[config.mk]
export PLATFORM = sky130hd
export DESIGN_NAME = approx_adder_sweep_ctrl_flat
export DESIGN_NICKNAME = d
export VERILOG_FILES = /design/src/rtl/approx_adder_sweep_ctrl_pkg.sv /design/src/rtl/approx_adder_sweep_ctrl_if.sv /design/src/rtl/approx_adder_sweep_ctrl_or_adder.sv /design/src/rtl/approx_adder_sweep_ctrl.sv /design/src/flat_wrapper.sv
export SDC_FILE = /design/constraint.sdc
export NUM_CORES = 1
export LEC_CHECK = 0
export CAP_MARGIN = 20
export CORE_MARGIN = 5
export CORE_UTILIZATION = 55
export CTS_CLUSTER_SIZE = 40
export DETAILED_ROUTE_END_ITERATION = 7
export HOLD_SLACK_MARGIN = 0.08
export PLACE_DENSITY = 0.8
export SETUP_SLACK_MARGIN = 0.05
export SYNTH_ARGS = -nofsm -noshare
export SYNTH_HDL_FRONTEND = slang
export SYNTH_SLANG_ARGS = --single-unit
[constraint.sdc]
create_clock -name clk -period 8.75 [get_ports clk]
set_input_delay 1.75 -clock clk [delete_from_list [all_inputs] [get_ports clk]]
set_output_delay 1.75 -clock clk [all_outputs]
set_load 0.03 [all_outputs]
[src/rtl/approx_adder_sweep_ctrl_pkg.sv]
// Shared types and width helpers for the approximate-adder sweep controller.
// Optional sum_ed accumulator is enabled with SWEEP_SUM_ED_EN.
package approx_adder_sweep_ctrl_pkg;

    typedef enum logic [1:0] {
        IDLE,
        RUN,
        DRAIN,
        DONE
    } state_e;

    localparam int DRAIN_CYCLES = 2;

    function automatic int err_w(input int w);
        return 2 * w + 1;
    endfunction

    function automatic int max_w(input int w);
        return w + 1;
    endfunction

    function automatic int sum_w(input int w);
        return 3 * w + 1;
    endfunction

endpackage

[src/rtl/approx_adder_sweep_ctrl_if.sv]
// Control/result bundle between a sweep requester and the sweep controller.
// sum_ed only exists when SWEEP_SUM_ED_EN is defined.
interface approx_adder_sweep_ctrl_if #(
    parameter int WIDTH = 8
);
    import approx_adder_sweep_ctrl_pkg::*;

    logic                      start;
    logic                      cin_sel;
    logic                      busy;
    logic                      done;
    logic [err_w(WIDTH)-1:0]   err_count;
    logic [max_w(WIDTH)-1:0]   max_ed;
`ifdef SWEEP_SUM_ED_EN
    logic [sum_w(WIDTH)-1:0]   sum_ed;

    modport master (
        output start, cin_sel,
        input  busy, done, err_count, max_ed, sum_ed
    );
    modport slave (
        input  start, cin_sel,
        output busy, done, err_count, max_ed, sum_ed
    );
`else
    modport master (
        output start, cin_sel,
        input  busy, done, err_count, max_ed
    );
    modport slave (
        input  start, cin_sel,
        output busy, done, err_count, max_ed
    );
`endif

endinterface

[src/rtl/approx_adder_sweep_ctrl_or_adder.sv]
// Adder whose two LSBs are approximated by OR; the upper part is exact and
// takes A[1]&B[1] as its carry-in. Cin is folded into bit 0 by OR.
module LSB_Two_AproximateORAdder #(
    parameter int WIDTH = 8
) (
    input  logic [WIDTH-1:0] A,
    input  logic [WIDTH-1:0] B,
    input  logic             Cin,
    output logic [WIDTH-1:0] S,
    output logic             Cout
);

    assign S[1:0] = {A[1] | B[1], A[0] | B[0] | Cin};

    assign {Cout, S[WIDTH-1:2]} = {1'b0, A[WIDTH-1:2]}
                                + {1'b0, B[WIDTH-1:2]}
                                + {{(WIDTH - 2){1'b0}}, A[1] & B[1]};

endmodule

[src/rtl/approx_adder_sweep_ctrl.sv]
// Exhaustive sweep of the LSB-OR approximate adder against an exact sum,
// accumulating error statistics. sum_ed exists only with SWEEP_SUM_ED_EN.
module approx_adder_sweep_ctrl #(
    parameter int WIDTH = 8
) (
    input logic                      clk,
    input logic                      rst,
    approx_adder_sweep_ctrl_if.slave bus
);
    import approx_adder_sweep_ctrl_pkg::*;

    localparam int IW = 2 * WIDTH;
    localparam int EW = err_w(WIDTH);
    localparam int MW = max_w(WIDTH);

    state_e           state_q, state_d;
    logic [IW-1:0]    idx_q, idx_d;
    logic [1:0]       drain_q, drain_d;
    logic             cin_q, cin_d;
    logic             clear;

    logic [WIDTH-1:0] a1_q, b1_q;
    logic             c1_q, v1_q;
    logic [WIDTH:0]   apx2_q, ex2_q;
    logic             v2_q;

    logic [WIDTH-1:0] apx_s;
    logic             apx_c;
    logic [WIDTH:0]   exact;
    logic [WIDTH:0]   ed;

    logic [EW-1:0]    err_q, err_d;
    logic [MW-1:0]    max_q, max_d;
`ifdef SWEEP_SUM_ED_EN
    localparam int SW = sum_w(WIDTH);
    logic [SW-1:0]    sum_q, sum_d;
`endif

    LSB_Two_AproximateORAdder #(.WIDTH(WIDTH)) u_apx (
        .A    (a1_q),
        .B    (b1_q),
        .Cin  (c1_q),
        .S    (apx_s),
        .Cout (apx_c)
    );

    assign exact = {1'b0, a1_q} + {1'b0, b1_q} + {{WIDTH{1'b0}}, c1_q};

    always_comb begin
        state_d  = state_q;
        idx_d    = idx_q;
        drain_d  = drain_q;
        cin_d    = cin_q;
        clear    = 1'b0;
        bus.busy = (state_q == RUN) || (state_q == DRAIN);
        bus.done = (state_q == DONE);
        unique case (state_q)
            IDLE, DONE: begin
                if (bus.start) begin
                    state_d = RUN;
                    idx_d   = '0;
                    cin_d   = bus.cin_sel;
                    clear   = 1'b1;
                end
            end
            RUN: begin
                // Last pair issued: hold idx so pair 0 is never reissued
                if (&idx_q) begin
                    state_d = DRAIN;
                    drain_d = '0;
                end else begin
                    idx_d = idx_q + 1'b1;
                end
            end
            DRAIN: begin
                if (drain_q == 2'(DRAIN_CYCLES - 1)) state_d = DONE;
                else drain_d = drain_q + 1'b1;
            end
            default: state_d = IDLE;
        endcase
    end

    always_comb begin
        ed    = (ex2_q >= apx2_q) ? ex2_q - apx2_q : apx2_q - ex2_q;
        err_d = err_q;
        max_d = max_q;
`ifdef SWEEP_SUM_ED_EN
        sum_d = sum_q;
`endif
        if (clear) begin
            err_d = '0;
            max_d = '0;
`ifdef SWEEP_SUM_ED_EN
            sum_d = '0;
`endif
        end else if (v2_q) begin
            if (ed != '0) err_d = err_q + 1'b1;
            if (ed > max_q) max_d = ed;
`ifdef SWEEP_SUM_ED_EN
            sum_d = sum_q + SW'(ed);
`endif
        end
    end

    always_ff @(posedge clk) begin
        if (rst) begin
            state_q <= IDLE;
            idx_q   <= '0;
            drain_q <= '0;
            cin_q   <= 1'b0;
            a1_q    <= '0;
            b1_q    <= '0;
            c1_q    <= 1'b0;
            v1_q    <= 1'b0;
            apx2_q  <= '0;
            ex2_q   <= '0;
            v2_q    <= 1'b0;
            err_q   <= '0;
            max_q   <= '0;
`ifdef SWEEP_SUM_ED_EN
            sum_q   <= '0;
`endif
        end else begin
            state_q <= state_d;
            idx_q   <= idx_d;
            drain_q <= drain_d;
            cin_q   <= cin_d;
            a1_q    <= idx_q[IW-1:WIDTH];
            b1_q    <= idx_q[WIDTH-1:0];
            c1_q    <= cin_q;
            v1_q    <= (state_q == RUN);
            apx2_q  <= {apx_c, apx_s};
            ex2_q   <= exact;
            v2_q    <= v1_q;
            err_q   <= err_d;
            max_q   <= max_d;
`ifdef SWEEP_SUM_ED_EN
            sum_q   <= sum_d;
`endif
        end
    end

    assign bus.err_count = err_q;
    assign bus.max_ed    = max_q;
`ifdef SWEEP_SUM_ED_EN
    assign bus.sum_ed    = sum_q;
`endif

endmodule
[src/flat_wrapper.sv]
// flat-port wrapper written by rule: the top's interface ports become plain ports
module approx_adder_sweep_ctrl_flat import approx_adder_sweep_ctrl_pkg::*;
#(
    parameter int WIDTH = 8
)
  (clk, rst, bus_start, bus_cin_sel, bus_busy, bus_done, bus_err_count, bus_max_ed);
  approx_adder_sweep_ctrl_if #(.WIDTH(WIDTH)) bus_i ();
  input logic clk;
  input logic rst;
  input wire logic [$bits(bus_i.start)-1:0] bus_start;
  input wire logic [$bits(bus_i.cin_sel)-1:0] bus_cin_sel;
  output wire logic [$bits(bus_i.busy)-1:0] bus_busy;
  output wire logic [$bits(bus_i.done)-1:0] bus_done;
  output wire logic [$bits(bus_i.err_count)-1:0] bus_err_count;
  output wire logic [$bits(bus_i.max_ed)-1:0] bus_max_ed;
  assign bus_i.start = bus_start;
  assign bus_i.cin_sel = bus_cin_sel;
  assign bus_busy = bus_i.busy;
  assign bus_done = bus_i.done;
  assign bus_err_count = bus_i.err_count;
  assign bus_max_ed = bus_i.max_ed;
  approx_adder_sweep_ctrl #(.WIDTH(WIDTH)) u_core (.clk(clk), .rst(rst), .bus(bus_i));
endmodule
==> results.py <==
metrics = {
    "sta": {
        "rsz0062_at_grt": "no",
        "max_slew.worst_pin.slew_ns": 1.02,
        "slew_headroom_pct": 32.1,
        "period_share_pct": 46.0,
        "timing.fmax_mhz": 248,
        "tns_ns": 0,
        "layout_min_cycle_time_ns": 4.03,
        "maxSlewViolCount": 0,
        "hold_viol_final": 0,
        "finalSetupViolations": 0,
        "setup_ws_ns": 4.72,
        "skew_ns": 0.0200,
    },
    "clock_tree": {
        "hold_buffers": 0,
        "cts_resized": 0,
        "post_cts_buffers": 0,
        "insertion_delay_ns": 0.36,
        "cts-root-buf": "clkbuf_8",
        "cts_tree": "yes",
        "htree_levels": 3,
        "cts_buffer_depth": 2,
        "clkTransAtPathRegs_ns": 0.10,
        "cts_buffers": 9,
        "cts.sinks": 84,
    },
    "synth": {
        "netlist_instances": 544,
        "yosys_warnings": 0,
        "yosysTopAreaCell": "dfxtp_1",
        "yosysTopAreaCellShare_pct": 35.5,
        "synthTopCellsByArea": "dfxtp_1 (35%), ha_1 (11%), inv_1 (4.1%), mux2i_1 (3.8%), nor2_1 (3.8%)",
        "synth-edff-count": 0,
        "synth_area_um2": 4740,
        "avgSynthCellArea_um2": 8.71,
        "synth_nets": 596,
        "synth_seq_cells": 84,
        "synth-seq-area-share_pct": 35.5,
        "synth-async-reset-ratio_pct": 0,
        "synth_cell_types": 52,
        "synth_ff_type": "dfxtp_1",
    },
    "critical_path": {
        "start_kind": "flop",
        "path_max_fanout": 9,
        "r2r_slack_ns": 4.72,
        "slowest_stage": "a211o_1",
        "cpPeakStageDelay_ns": 0.44,
        "cpMostUsedCell": "a21o_1",
        "rr_startpoint": "u_core.ex2_q[6]",
        "setup.worst_path.class": "reg -> reg",
        "cp.required_ns": 8.98,
        "cp.arrival_ns": 4.26,
        "ff2ff_path_depth": 17,
        "crit_path_cell_trace": "inv_1, ha_1, a21o_1, a21o_1, a211o_1, nor2_4, mux2_2, ha_1, a21o_1, a21oi_1, o21ai_0, a21o_1, a211oi_1, nor3_1, buf_4, mux2i_1, nor2_1",
        "endpoint_kind": "flop",
        "r2r-end": "u_core.bus.max_ed[8]",
    },
    "pwr": {
        "intPower_w": 0.000609,
        "vdd_ir_drop_max_mv": 0.167,
        "swShare_pct": 35.7,
        "power_frac_clock_pct": 27.8,
        "power.density_nw_per_um2": 180,
        "p_seq_share_pct": 43.1,
        "p_leak_nw": 2.06,
        "comb_power_share_pct": 29.1,
        "switchingPower_w": 0.000338,
    },
    "floorplan": {
        "initial_core_util_pct": 57.1,
        "row_count": 33,
        "dieArea_um2": 10600,
        "die_y_um": 103,
        "die_w_um": 103,
        "io_pins": 32,
        "core_area_um2": 8300,
    },
    "grt": {
        "grt_pass1_wl_um": 16300,
        "grt_max_degree": 46,
        "antenna_found_initial": 0,
        "grt_pass1_vias": 3578,
        "grt_overflow": 0,
        "grt_usage_pct": 19.2,
    },
    "drt": {
        "vias": 3743,
        "drt_pass1_iterations": 4,
        "wl_per_cell_um": 14.0,
        "drt_iter0_drc": 134,
        "drt-total-wl_um": 9390,
        "drt.antenna.violating_nets": 0,
        "vias_per_cell": 5.57,
        "drc_errors": 0,
    },
    "worst_hold_path": {
        "hold_end": "u_core.v2_q",
        "hold_path.class": "reg -> reg",
        "holdCritStartpoint": "u_core.v1_q",
        "holdPathStages": 1,
    },
    "cells_and_area": {
        "final_common_cell": "dfxtp_1",
        "nets": 614,
        "multi_input_area_um2": 2740,
        "fillers": 699,
        "regArea_um2": 1680,
        "drive_gt1_share_pct": 4.76,
        "stdcell_count": 672,
        "layout_common_cells": "dfxtp_1 (84), inv_1 (52), nor2_1 (48)",
        "area_growth_pct": 11.2,
        "n_antenna_cell": 0,
    },
    "place": {
        "portBuffers": 31,
        "gp_congestion": 0.859,
        "dp_hpwl_um": 7030,
        "post-place-ws_ns": 4.72,
        "place_inst": 656,
    },
    "run": {
        "maxCapViolCount": 0,
    },
    "run_status": {
        "status": "completed",
    },
}
-- flip-flops by register name (all words and copies together) (netlist names) --
name / count
u_core.bus.err_count: 17
u_core.idx_q: 16
u_core.apx2_q: 9
u_core.bus.max_ed: 9
u_core.ex2_q: 9
u_core.a1_q: 8
u_core.b1_q: 8
u_core.drain_q: 2
u_core.state_q: 2
u_core.c1_q: 1
u_core.cin_q: 1
u_core.v1_q: 1
u_core.v2_q: 1
-- cell usage after synthesis (6+ instances only) --
| cell type | n |
|---|---|
| dfxtp_1 | 84 |
| inv_1 | 52 |
| nor2_1 | 48 |
| ha_1 | 42 |
| a21oi_1 | 34 |
| nand2_1 | 26 |
| nor2b_1 | 20 |
| xor2_1 | 20 |
| clkbuf_1 | 19 |
| mux2i_1 | 18 |
| o21ai_0 | 18 |
| a21o_1 | 16 |
| nand4_1 | 14 |
| nand3_1 | 12 |
| nand2b_1 | 11 |
| xnor2_1 | 11 |
| and3_1 | 7 |
| or3_1 | 7 |
| or4_1 | 7 |
| a31oi_1 | 6 |
| fa_1 | 6 |
| nor3_1 | 6 |
-- power by group through the flow --
stage	sequential, W	combinational, W	clock [W]
after detailed placement	0.000417	0.000272	0
after global placement	0.000416	0.000262	0
after global routing	0.000410	0.000306	0.000293
after floorplan	0.000415	0.000226	0
final	0.000408	0.000275	0.000264
after CTS	0.000408	0.000275	0.000272
-- stage by stage --
stage / cell area, um2 / total power (W) / hold WS (ns) / util [%]
floorplan: 4740 / 0.000641 / 0.414 / -
global placement: 5080 / 0.000678 / 0.430 / 61.2
CTS: 5270 / 0.000956 / 0.464 / 63.5
global route: 5270 / 0.00101 / 0.491 / 63.5
finish: 5270 / 0.000948 / 0.461 / 63.5
detailed placement: 5080 / 0.000689 / 0.427 / 61.2
-- critical path: cells and delay by family, from the launching register on --
family,cells,cell delay (ns)
compound gates,8,1.61
fa+ha+maj,2,0.69
mux,2,0.57
simple gates,3,0.45
flops,1,0.34
buf+inv,2,0.24
-- cell families after synthesis --
group	count (synthesis)	share of synthesized area, %
xor+xnor	31	5.73
fa+ha+maj	48	13.6
simple gates	174	19.3
flops	84	35.5
mux	20	4.28
buf+inv	79	6.89
compound gates	108	14.7
-- cell type report --
class	count	share of cell area (%)
Tap cell	105	2.49
Sequential cell	84	31.9
Clock inverter	7	1.33
Multi-Input combinational cell	381	51.9
Clock buffer	9	2.35
Inverter	52	3.70
Timing Repair Buffer	34	6.31
-- layer usage --
metal	routed length [um]	GRT usage (%)	vias up
met5	0	0	-
met4	243	7.57	0
met3	316	3.79	23
met2	4690	32.9	66
met1	4140	23.7	1744
li1	-	-	1910
-- how the worst max path moves through the flow --
stage | start | to | slack, ns | cells past startpoint
6_report | u_core.ex2_q[6] | u_core.bus.max_ed[8] | 4.72 | 17
3_3_place_gp | u_core.ex2_q[5] | u_core.bus.max_ed[4] | 4.82 | 17
4_1_cts | u_core.ex2_q[6] | u_core.bus.max_ed[8] | 4.72 | 17
5_1_grt | u_core.ex2_q[5] | u_core.bus.max_ed[8] | 4.34 | 17
3_5_place_dp | u_core.ex2_q[6] | u_core.bus.max_ed[8] | 4.72 | 17
2_1_floorplan | u_core.ex2_q[6] | u_core.bus.max_ed[1] | 4.95 | 19
Note: power is estimated with default switching activity, not from simulation.
